**src/rtl/disp_pkg.sv**
```systemverilog
// Shared types and constants for the display autorange front end.
// Holds the FSM state type and the decimal display-limit helpers.
package disp_pkg;

  typedef enum logic {
    IDLE,
    SCALE
  } state_t;

  function automatic longint unsigned pow10(input int n);
    longint unsigned p;
    p = 64'd1;
    for (int i = 0; i < n; i++) p = p * 64'd10;
    return p;
  endfunction

  // A minus sign steals one digit from the display.
  function automatic longint unsigned lim_of(input int digits,
                                             input logic neg);
    return pow10(neg ? digits - 1 : digits) - 64'd1;
  endfunction

endpackage

```
**src/rtl/disp_tick_gen.sv**
```systemverilog
// Free-running display update period counter.
// tick is high for one cycle at count PERIOD-1; clr restarts the period.
module disp_tick_gen #(
  parameter int PERIOD = 10
) (
  input  logic sys_clk,
  input  logic sys_rst,
  input  logic clr,
  output logic tick
);

  localparam int CW = $clog2(PERIOD);
  localparam logic [CW-1:0] LAST = CW'(PERIOD - 1);

  logic [CW-1:0] cnt;

  assign tick = (cnt == LAST);

  always_ff @(posedge sys_clk) begin
    if (sys_rst || clr || tick) cnt <= '0;
    else cnt <= cnt + CW'(1);
  end

endmodule

```
**src/rtl/disp_autorange.sv**
```systemverilog
// Samples a channel, takes |value|, and drops fraction digits
// one per cycle until it fits the display; saturates on overflow.
module disp_autorange
  import disp_pkg::*;
#(
  parameter int CLK_FREQ    = 50_000_000,
  parameter int UPDATE_MS   = 100,
  parameter int NCH         = 4,
  parameter int DW          = 32,
  parameter int FRAC_DIGITS = 0,
  parameter int DIGITS      = 6
) (
  input  logic                   sys_clk,
  input  logic                   sys_rst,
  input  logic [NCH*DW-1:0]      ch_data,
  input  logic [$clog2(NCH)-1:0] ch_sel,
  input  logic                   signed_mode,
  input  logic                   hold,
  input  logic                   sample_now,
  output logic [31:0]            data,
  output logic [DIGITS-1:0]      point,
  output logic                   en,
  output logic                   sign,
  output logic                   ovf,
  output logic                   upd
);

  localparam int P  = CLK_FREQ / 1000 * UPDATE_MS;
  localparam int SW = $clog2(NCH);
  localparam int FW = (DIGITS > 1) ? $clog2(DIGITS) : 1;
  localparam int CW = (DW > 64) ? DW : 64;
  localparam logic [CW-1:0] LIM_POS = CW'(lim_of(DIGITS, 1'b0));
  localparam logic [CW-1:0] LIM_NEG = CW'(lim_of(DIGITS, 1'b1));

  state_t          state;
  state_t          state_nxt;
  logic            tick;
  logic            trigger;
  logic [DW-1:0]   word;
  logic [DW-1:0]   mag;
  logic [DW-1:0]   mag_div;
  logic [CW-1:0]   mag_ext;
  logic [CW-1:0]   lim;
  logic [FW-1:0]   f;
  logic            neg;
  logic            over;
  logic            load;
  logic            do_div;
  logic            do_commit;

  disp_tick_gen #(
    .PERIOD(P)
  ) u_tick (
    .sys_clk(sys_clk),
    .sys_rst(sys_rst),
    .clr    (sample_now),
    .tick   (tick)
  );

  // Out-of-range selects fall through to channel 0.
  always_comb begin
    word = ch_data[DW-1:0];
    for (int i = 1; i < NCH; i++) begin
      if (ch_sel == SW'(i)) word = ch_data[i*DW +: DW];
    end
  end

  assign trigger = (tick | sample_now) & ~hold & (state == IDLE);
  assign mag_ext = CW'(mag);
  assign lim     = neg ? LIM_NEG : LIM_POS;
  assign over    = mag_ext > lim;
  assign mag_div = mag / DW'(10);

  always_ff @(posedge sys_clk) begin
    if (sys_rst) state <= IDLE;
    else state <= state_nxt;
  end

  always_comb begin
    state_nxt = state;
    unique case (state)
      IDLE:  if (trigger) state_nxt = SCALE;
      SCALE: if (!(over && f != '0)) state_nxt = IDLE;
    endcase
  end

  always_comb begin
    load      = 1'b0;
    do_div    = 1'b0;
    do_commit = 1'b0;
    unique case (state)
      IDLE:  load = trigger;
      SCALE: begin
        if (over && f != '0) do_div = 1'b1;
        else do_commit = 1'b1;
      end
    endcase
  end

  always_ff @(posedge sys_clk) begin
    if (sys_rst) begin
      mag   <= '0;
      f     <= '0;
      neg   <= 1'b0;
      data  <= '0;
      point <= '0;
      en    <= 1'b0;
      sign  <= 1'b0;
      ovf   <= 1'b0;
      upd   <= 1'b0;
    end else begin
      upd <= 1'b0;
      if (load) begin
        neg <= signed_mode & word[DW-1];
        mag <= (signed_mode & word[DW-1]) ? -word : word;
        f   <= FW'(FRAC_DIGITS);
      end
      if (do_div) begin
        mag <= mag_div;
        f   <= f - FW'(1);
      end
      if (do_commit) begin
        data  <= over ? 32'(lim) : 32'(mag_ext);
        ovf   <= over;
        sign  <= neg & (mag != '0);
        point <= (f == '0) ? '0 : (DIGITS'(1) << f);
        en    <= 1'b1;
        upd   <= 1'b1;
      end
    end
  end

endmodule

```
**config.mk**
```make
export PLATFORM = sky130hd
export DESIGN_NAME = disp_autorange
export DESIGN_NICKNAME = d
export VERILOG_FILES = /design/src/rtl/disp_pkg.sv /design/src/rtl/disp_tick_gen.sv /design/src/rtl/disp_autorange.sv
export SDC_FILE = /design/constraint.sdc
export NUM_CORES = 1
export LEC_CHECK = 0
export CAP_MARGIN = 20
export CORE_ASPECT_RATIO = 0.9
export CORE_MARGIN = 3
export CORE_UTILIZATION = 50
export DETAILED_ROUTE_END_ITERATION = 10
export PLACE_DENSITY = 0.76
export REMOVE_ABC_BUFFERS = 1
export SLEW_MARGIN = 20
export SYNTH_ARGS = -nofsm -noshare
export SYNTH_HDL_FRONTEND = slang
export SYNTH_HIERARCHICAL = 1
export SYNTH_SLANG_ARGS = --single-unit
```
**constraint.sdc**
```tcl
create_clock -name sys_clk -period 15.89 [get_ports sys_clk]
set_clock_uncertainty 0.1 [all_clocks]
set_input_delay 3.178 -clock sys_clk [delete_from_list [all_inputs] [get_ports sys_clk]]
set_output_delay 3.178 -clock sys_clk [all_outputs]
set_load 0.02 [all_outputs]
```
### After elaboration in Yosys (flattened, before gate mapping)

Cells that the tools add are included.

| operators by class | value |
|---|---|
| $mul | 0 |
| eq/ne operators | 4 |
| divide/modulo/power cells | 1 |
| shift-type cells | 1 |
| reductions and logical operators | 7 |
| multiplexer cells | 19 |
| magnitude comparators | 1 |
| $add $sub $neg | 3 |
| bitwise logic cells | 7 |

Operators with widths:

| cell | number |
|---|---|
| $mux W32 | 7 |
| $div A32 B4 Y32 const B | 1 |
| $gt A32 B20 Y1 | 1 |
| $neg A32 Y32 | 1 |
| $reduce_bool A32 Y1 | 1 |
| $add A23 B1 Y23 const B | 1 |
| $eq A23 B23 Y1 const B | 1 |
| $mux W20 | 1 |
| $mux W1 | 7 |
| $mux W3 | 2 |
| $mux W6 | 1 |
| $shl A1 B3 Y6 const A | 1 |
| $and A1 B1 Y1 | 4 |
| $eq A2 B2 Y1 const B | 2 |
| $logic_not A3 Y1 | 1 |
| $reduce_bool A3 Y1 | 1 |
| $sub A3 B1 Y3 const B | 1 |
| $eq A2 B1 Y1 const B | 1 |
| $logic_or A1 B1 Y1 | 2 |
| $not A1 Y1 | 2 |
| $pmux W1 S2 | 1 |
| $reduce_bool A2 Y1 | 1 |
| $logic_and A1 B1 Y1 | 1 |
| $or A1 B1 Y1 | 1 |

| storage, ports and cells | value |
|---|---|
| memories | 0 |
| flip-flop bits (word level) | 102 |
| bits in latches | 0 |
| memory bits (read-only) | 0 |
| memory bits (writable) | 0 |

### Longest topological paths before layout

Gate-level depths: netlist (run 1).

| depth | value |
|---|---|
| depth in word-level cells | 8 |
| gate-level depth with buffers | 41 |
| mapped depth without buffers | 34 |

### Modules after synthesis

Netlist (run 1), hierarchy kept.

By module, submodules not included:

| module | times used | cells each | area each (um^2) |
|---|---|---|---|
| disp_autorange | 1 | 1257 | 9332.7 |
| disp_tick_gen | 1 | 125 | 1126.1 |

### Least setup slack after synthesis (run 1)

OpenSTA, ideal clock, no wires.

| timing path | value |
|---|---|
| path type | register to register |
| start point | register mag[28] |
| end point | register mag[0] |
| required time | 15.702 ns |
| stages on the path, launching flop included | 41 |
| buffers on the path | 6 |
| data arrival time | 10.139 ns |
| slack | 5.563 ns |
| cell sequence | dfxtp_1 buf_4 buf_2 and3b_1 a2111oi_4 o21a_1 a41oi_1 a311oi_1 a211o_1 a31oi_1 o221a_1 buf_2 a211oi_2 a311oi_1 or4_1 buf_2 and3_4 o21a_1 (+5 left out) a211oi_1 o32a_1 a211o_1 a2111o_1 o32a_1 a2111oi_1 o21ai_1 o2bb2ai_2 buf_6 nor3_1 a2111o_1 a211o_1 a221oi_1 o21ai_1 a21o_1 a211o_1 maj3_2 o32ai_2 |

| between the ends | value |
|---|---|
| longest elaborated chain between the ends | 5 |
| elaborated cells on any way between the ends | 7 |

RTL lines:

| item | line | RTL |
|---|---|---|
| start: declaration | disp_autorange.sv:40 | `logic [DW-1:0] mag;` |
| start signal: assignment | disp_autorange.sv:115 | `mag <= (signed_mode & word[DW-1]) ? -word : word;` |
| start signal: assignment | disp_autorange.sv:119 | `mag <= mag_div;` |
| branches (longest 5 deep; another with $div A32 B4 Y32) | -- |  |

Several ways; the timed one is not identified.
A chain may end at the register's enable or synchronous reset.

### Final worst setup path (run 1)

| timing path | value |
|---|---|
| start point | register mag[26] |
| end point | register mag[0] |

The elaborated chain is that of the path after synthesis.

==> results of run 1 <==
final cells by class:
cell class                 instances  share of cell area (%)
tap                              255                    2.56
sequential                       101                    16.2
clock inverter                     7                   0.543
multi-input combinational       1136                    62.8
clock buffer                       9                    1.81
inverter                          38                    1.15
timing repair buffer             190                    14.9
placed cells by master, fill, tap and decap left out, types with 27 or more instances in the layout:
master	n
mux4_2	32
a211oi_1	31
or3_1	27
dfxtp_1	101
o21ai_0	79
nand2_1	114
clkdlybuf4s50_1	173
a21oi_1	81
xnor2_1	42
inv_1	34
nor3_1	44
nand3_1	48
nor2_1	161
worst max path at each step:
stage,depth (start not counted),startpoint,slack (ps),endpoint
6_report,34,mag[26]$_SDFFE_PP0P_,2980,mag[0]$_SDFFE_PP0P_
4_1_cts,34,mag[26]$_SDFFE_PP0P_,3280,mag[0]$_SDFFE_PP0P_
2_1_floorplan,34,mag[26]$_SDFFE_PP0P_,4920,mag[0]$_SDFFE_PP0P_
5_1_grt,34,mag[26]$_SDFFE_PP0P_,1900,mag[0]$_SDFFE_PP0P_
3_5_place_dp,34,mag[26]$_SDFFE_PP0P_,3350,mag[0]$_SDFFE_PP0P_
3_3_place_gp,34,mag[26]$_SDFFE_PP0P_,3670,mag[0]$_SDFFE_PP0P_
sequential cells by signal, indices dropped and copies added (netlist names):
register    cells
sign            1
mag            32
en              1
neg             1
upd             1
ovf             1
f               3
state           1
point           5
u_tick/cnt     23
data           32
kinds of logic (layout without fill, tap and decap cells):
group,count (synthesis),in the layout,share of synthesized area [%]
flops,101,101,19.3
compound gates,464,464,32.6
simple gates,554,554,27.2
xor+xnor,54,54,4.52
mux,45,45,8.17
fa+ha+maj,18,18,2.09
other cells,1,1,0.0359
buf+inv,145,244,6.02
through the flow:
step	area (sq um)	worst slack [ps]	util [%]
floorplan	9970	4920	-
global placement	12200	3670	60.1
detailed placement	12200	3350	60.1
CTS	12400	3280	61.5
global route	12500	1900	61.6
finish	12500	2980	61.6
tightest hold or removal path: stages, from the launching register on:
cell,delay (ps)
dfxtp_1,310
nand2_1,50
a21oi_1,50
power breakdown:
group	switching [mW]	internal, mW
Sequential	0.0275	0.263
Combinational	1.43	0.827
Clock	0.115	0.110
metal layers:
metal	vias up	wire, um	GRT usage [%]
li1	5527	-	-
met1	5527	15800	44.6
met2	584	15600	45.9
met3	64	2830	3.94
met4	0	839	9.05
met5	-	0	0
==> impl_metrics.env, run 1 <==
export IMPL_critPathTopFamily="compound AO/OA/AOI/OAI gates"
export IMPL_fp_dieH_um=143
export IMPL_place_gp_congestion=0.958
export IMPL_antenna_found_initial=0
export IMPL_route_detailed_drc=0
export IMPL_critical_path_max_stage_delay_ps=1010
export IMPL_clock_tree_root_cell="clkbuf_16"
export IMPL_crit_path_frequent_cell="a221oi_1"
export IMPL_r2r_start="mag[26]$_SDFFE_PP0P_"
export IMPL_crit_fanout=32
export IMPL_r2r_end="mag[0]$_SDFFE_PP0P_"
export IMPL_grt_overflow=0
export IMPL_routedWlPerCell_um=20.2
export IMPL_slew_headroom_pct=23.8
export IMPL_fmax_mhz=77.5
export IMPL_n_fill_cell=1875
export IMPL_holdWs_ps=352
export IMPL_p_leak_nw=4.09
export IMPL_synth_area_top_cells="dfxtp_1 19%, mux4_2 6.9%, nor2_1 5.8%, nand2_1 4.1%, a21oi_1 3.9%"
export IMPL_critPathBufInv=1
export IMPL_place_inst=1720
export IMPL_cts_resized=0
export IMPL_synth_distinct_cells=110
export IMPL_syn_avg_cell_area_sq_um=7.57
export IMPL_cts_buffer_depth=2
export IMPL_core_area_sq_um=20200
export IMPL_regArea_sq_um=2020
export IMPL_start_util_pct=51.7
export IMPL_tightest_slew_ps=1140
export IMPL_grt_pass1_wl_um=55900
export IMPL_ff2ff_path_depth=34
export IMPL_fin_crit_ps=12910
export IMPL_drive_above_1_share_pct=7.77
export IMPL_cts_sinks=101
export IMPL_final_setup_tns_ps=0
export IMPL_synthCells=1382
export IMPL_wirelength_um=35000
export IMPL_netlist_area_sq_um=10500
export IMPL_dp_hpwl_um=25800
export IMPL_crit_required_ps=16070
export IMPL_ir_worst_vdd_uv=193
export IMPL_clock_latency_ps=370
export IMPL_slew_viol_final=0
export IMPL_min_delay_path_depth=2
export IMPL_end_kind="flop"
export IMPL_ys_ff_latch=101
export IMPL_ant_nets=0
export IMPL_fin_crit_sh_pct=81.2
export IMPL_power_density_nw_per_um2=222
export IMPL_ys_flop_type="dfxtp_1"
export IMPL_setup_viol=0
export IMPL_nets=1626
export IMPL_die_area_sq_um=22700
export IMPL_slowest_stage="dfxtp_1"
export IMPL_cts_buffers=9
export IMPL_yosys_warnings=6
export IMPL_cts_setup_buffers=0
export IMPL_layout_cells_non_filler=1736
export IMPL_synth_edff_count=0
export IMPL_multi_input_comb_area_sq_um=7820
export IMPL_hold_start="point[3]$_SDFFE_PP0P_"
export IMPL_vias_per_cell=6.74
export IMPL_synthTopCellsByCount="162 x nor2_1, 114 x nand2_1, 101 x dfxtp_1"
export IMPL_grt_max_degree=65
export IMPL_postCtsHoldBufs=0
export IMPL_clk_pin_slew_ps=90
export IMPL_die_w_um=158
export IMPL_p_total_mw=2.77
export IMPL_async_flop_share_pct=0
export IMPL_startpoint_type="flop"
export IMPL_grt_use_total_pct=30.2
export IMPL_diodes=0
export IMPL_cts_tree="built"
export IMPL_rrSetupSlack_ps=2980
export IMPL_timing_final_hold_violations=0
export IMPL_worstHoldEndpoint="point[3]$_SDFFE_PP0P_"
export IMPL_drt_iter0_drc=1320
export IMPL_syn2layout_area_growth_pct=19.1
export IMPL_port_buffer_count=175
export IMPL_firstDrtPassIters=6
export IMPL_yosysTopAreaCell="dfxtp_1"
export IMPL_min_path_type="flop to flop"
export IMPL_worst_setup_path_type="flop to flop"
export IMPL_io_pins=177
export IMPL_vias=11702
export IMPL_synth_top_cell_area_share_pct=19.3
export IMPL_maxCapViolCount=0
export IMPL_outcome="complete, no violations"
export IMPL_yosysMostFrequentCell="nor2_1"
export IMPL_rsz0062_at_grt="false"
export IMPL_yosysSeqAreaShare_pct=19.3
export IMPL_rows=49
export IMPL_cp_arrival_ps=13090
export IMPL_htree_levels=3
export IMPL_grt_pass1_vias=10643
(Power assumes the default switching activity.)
==> run 2, diff against run 1 <==
Clock period 15.89 ns to 12.1 ns, I/O delays scaled along.
==> run 2 against run 1 <==
First-iteration DRC count rose by 21%; count of clock-buffer cells in the layout unchanged; utilization is 0.95 points higher; cell count grew 0.81%; sequential cell count is the same; via count grew 0.74%; sequential share of layout area fell by 0.20 points; critical path depth grew 2; sequential power is 32% higher.
==> impl_metrics.env, run 2 (same netlist as run 1, synthesis figures left out) <==
export IMPL_vias_per_cell=6.74
export IMPL_n_fill_cell=1875
export IMPL_clk_pin_slew_ps=80
export IMPL_cp_arrival_ps=11620
export IMPL_die_w_um=158
export IMPL_nets=1640
export IMPL_slowest_stage="or4_1"
export IMPL_port_buffer_count=175
export IMPL_diodes=0
export IMPL_grt_use_total_pct=29.7
export IMPL_grt_max_degree=39
export IMPL_antenna_found_initial=0
export IMPL_tightest_slew_ps=1050
export IMPL_timing_final_hold_violations=0
export IMPL_firstDrtPassIters=9
export IMPL_wirelength_um=34600
export IMPL_fin_crit_ps=11440
export IMPL_drive_above_1_share_pct=9.50
export IMPL_drt_iter0_drc=1599
export IMPL_syn2layout_area_growth_pct=20.9
export IMPL_grt_pass1_wl_um=55400
export IMPL_clock_latency_ps=360
export IMPL_io_pins=177
export IMPL_end_kind="flop"
export IMPL_fp_dieH_um=143
export IMPL_die_area_sq_um=22700
export IMPL_ant_nets=0
export IMPL_fmax_mhz=87.4
export IMPL_cts_buffers=9
export IMPL_slew_viol_final=0
export IMPL_routedWlPerCell_um=19.8
export IMPL_cts_sinks=101
export IMPL_reg_top3="data: 32 flops, mag: 32 flops, u_tick/cnt: 23 flops"
export IMPL_dp_hpwl_um=25600
export IMPL_fin_crit_sh_pct=94.6
export IMPL_startpoint_type="flop"
export IMPL_critical_path_max_stage_delay_ps=720
export IMPL_cts_setup_buffers=0
export IMPL_slew_headroom_pct=29.8
export IMPL_holdWs_ps=356
export IMPL_multi_input_comb_area_sq_um=7900
export IMPL_htree_levels=3
export IMPL_grt_overflow=0
export IMPL_clock_tree_root_cell="clkbuf_16"
export IMPL_crit_fanout=13
export IMPL_place_gp_congestion=0.970
export IMPL_p_total_mw=3.79
export IMPL_layout_common_cells="173 x clkdlybuf4s50_1, 161 x nor2_1, 114 x nand2_1, 96 x dfxtp_1, 81 x a21oi_1"
export IMPL_setup_viol=0
export IMPL_regArea_sq_um=2030
export IMPL_grt_pass1_vias=10656
export IMPL_final_common_cell="clkdlybuf4s50_1"
export IMPL_outcome="complete, no violations"
export IMPL_vias=11789
export IMPL_cts_buffer_depth=2
export IMPL_crit_required_ps=12280
export IMPL_p_leak_nw=4.18
export IMPL_maxCapViolCount=0
export IMPL_rows=49
export IMPL_ir_worst_vdd_uv=266
export IMPL_worst_setup_path_type="flop to flop"
export IMPL_core_area_sq_um=20200
export IMPL_route_detailed_drc=0
export IMPL_critPathTopFamily="compound AO/OA/AOI/OAI gates"
export IMPL_postCtsHoldBufs=0
export IMPL_critPathBufInv=2
export IMPL_start_util_pct=51.7
export IMPL_power_density_nw_per_um2=300
export IMPL_min_path_type="flop to flop"
export IMPL_crit_path_frequent_cell="a211o_1"
export IMPL_cts_tree="built"
run 2: layer usage:
metal	up-vias	GRT usage (%)	wire [um]	part of all wire, %
met5	-	0	0	0
met4	0	9.10	1100	3.2
met1	5512	42.2	15100	44
li1	5557	-	-	-
met3	109	4.42	2830	8.2
met2	611	46.7	15500	45
run 2: cell type report:
type / instances / share of cell area, %
clock inverters: 7 / 0.534
multi-input cells: 1136 / 62.5
flip-flops and latches: 101 / 16.0
well taps: 255 / 2.52
inverters: 38 / 1.13
clock buffers: 9 / 1.78
repair buffers: 204 / 15.5
run 2: worst register-to-register path, delay by kind of cell (launching register included):
kind | cells | cell delay [ps]
adder cells (fa/ha/maj) | 1 | 320
AO/OA/AOI/OAI | 23 | 6630
XOR/XNOR | 1 | 210
AND/OR/NAND/NOR | 9 | 3130
flip-flops | 1 | 540
buffers and inverters | 2 | 460
run 2: per-stage QoR:
stage	instances	setup slack (ps)	area, sq um	TNS, ps	util (%)
4_1_cts	1750	534	12500	0	62.0
2_1_floorplan	1275	1130	9970	0	-
5_1_grt	1750	-8.31	12600	-8.31	62.5
3_3_place_gp	1734	819	12300	0	60.6
6_report	1750	658	12600	0	62.5
3_5_place_dp	1734	595	12300	0	60.6
run 2: what timing repair did:
action / in CTS / in global routing
gates resized for setup: 0 / 18
setup endpoints to repair: 0 / 4
hold endpoints to repair: 0 / 0
run 2: report_power, final:
part	leakage, nW	total, mW	internal, mW	switching (mW)
clock	0.145	0.293	0.145	0.148
sequential	0.822	0.384	0.345	0.0384
combinational	3.22	3.12	1.21	1.90
total	4.18	3.79	1.70	2.09
run 2: path summary, 6_finish.rpt:
check	slack [ps]	cells past startpoint	start	endpoint
worst max-delay path	660	36	mag[27]$_SDFFE_PP0P_	mag[0]$_SDFFE_PP0P_
worst min-delay path	360	2	point[3]$_SDFFE_PP0P_	point[3]$_SDFFE_PP0P_
worst max register to register	660	36	mag[27]$_SDFFE_PP0P_	mag[0]$_SDFFE_PP0P_
worst min register to register	360	2	point[3]$_SDFFE_PP0P_	point[3]$_SDFFE_PP0P_
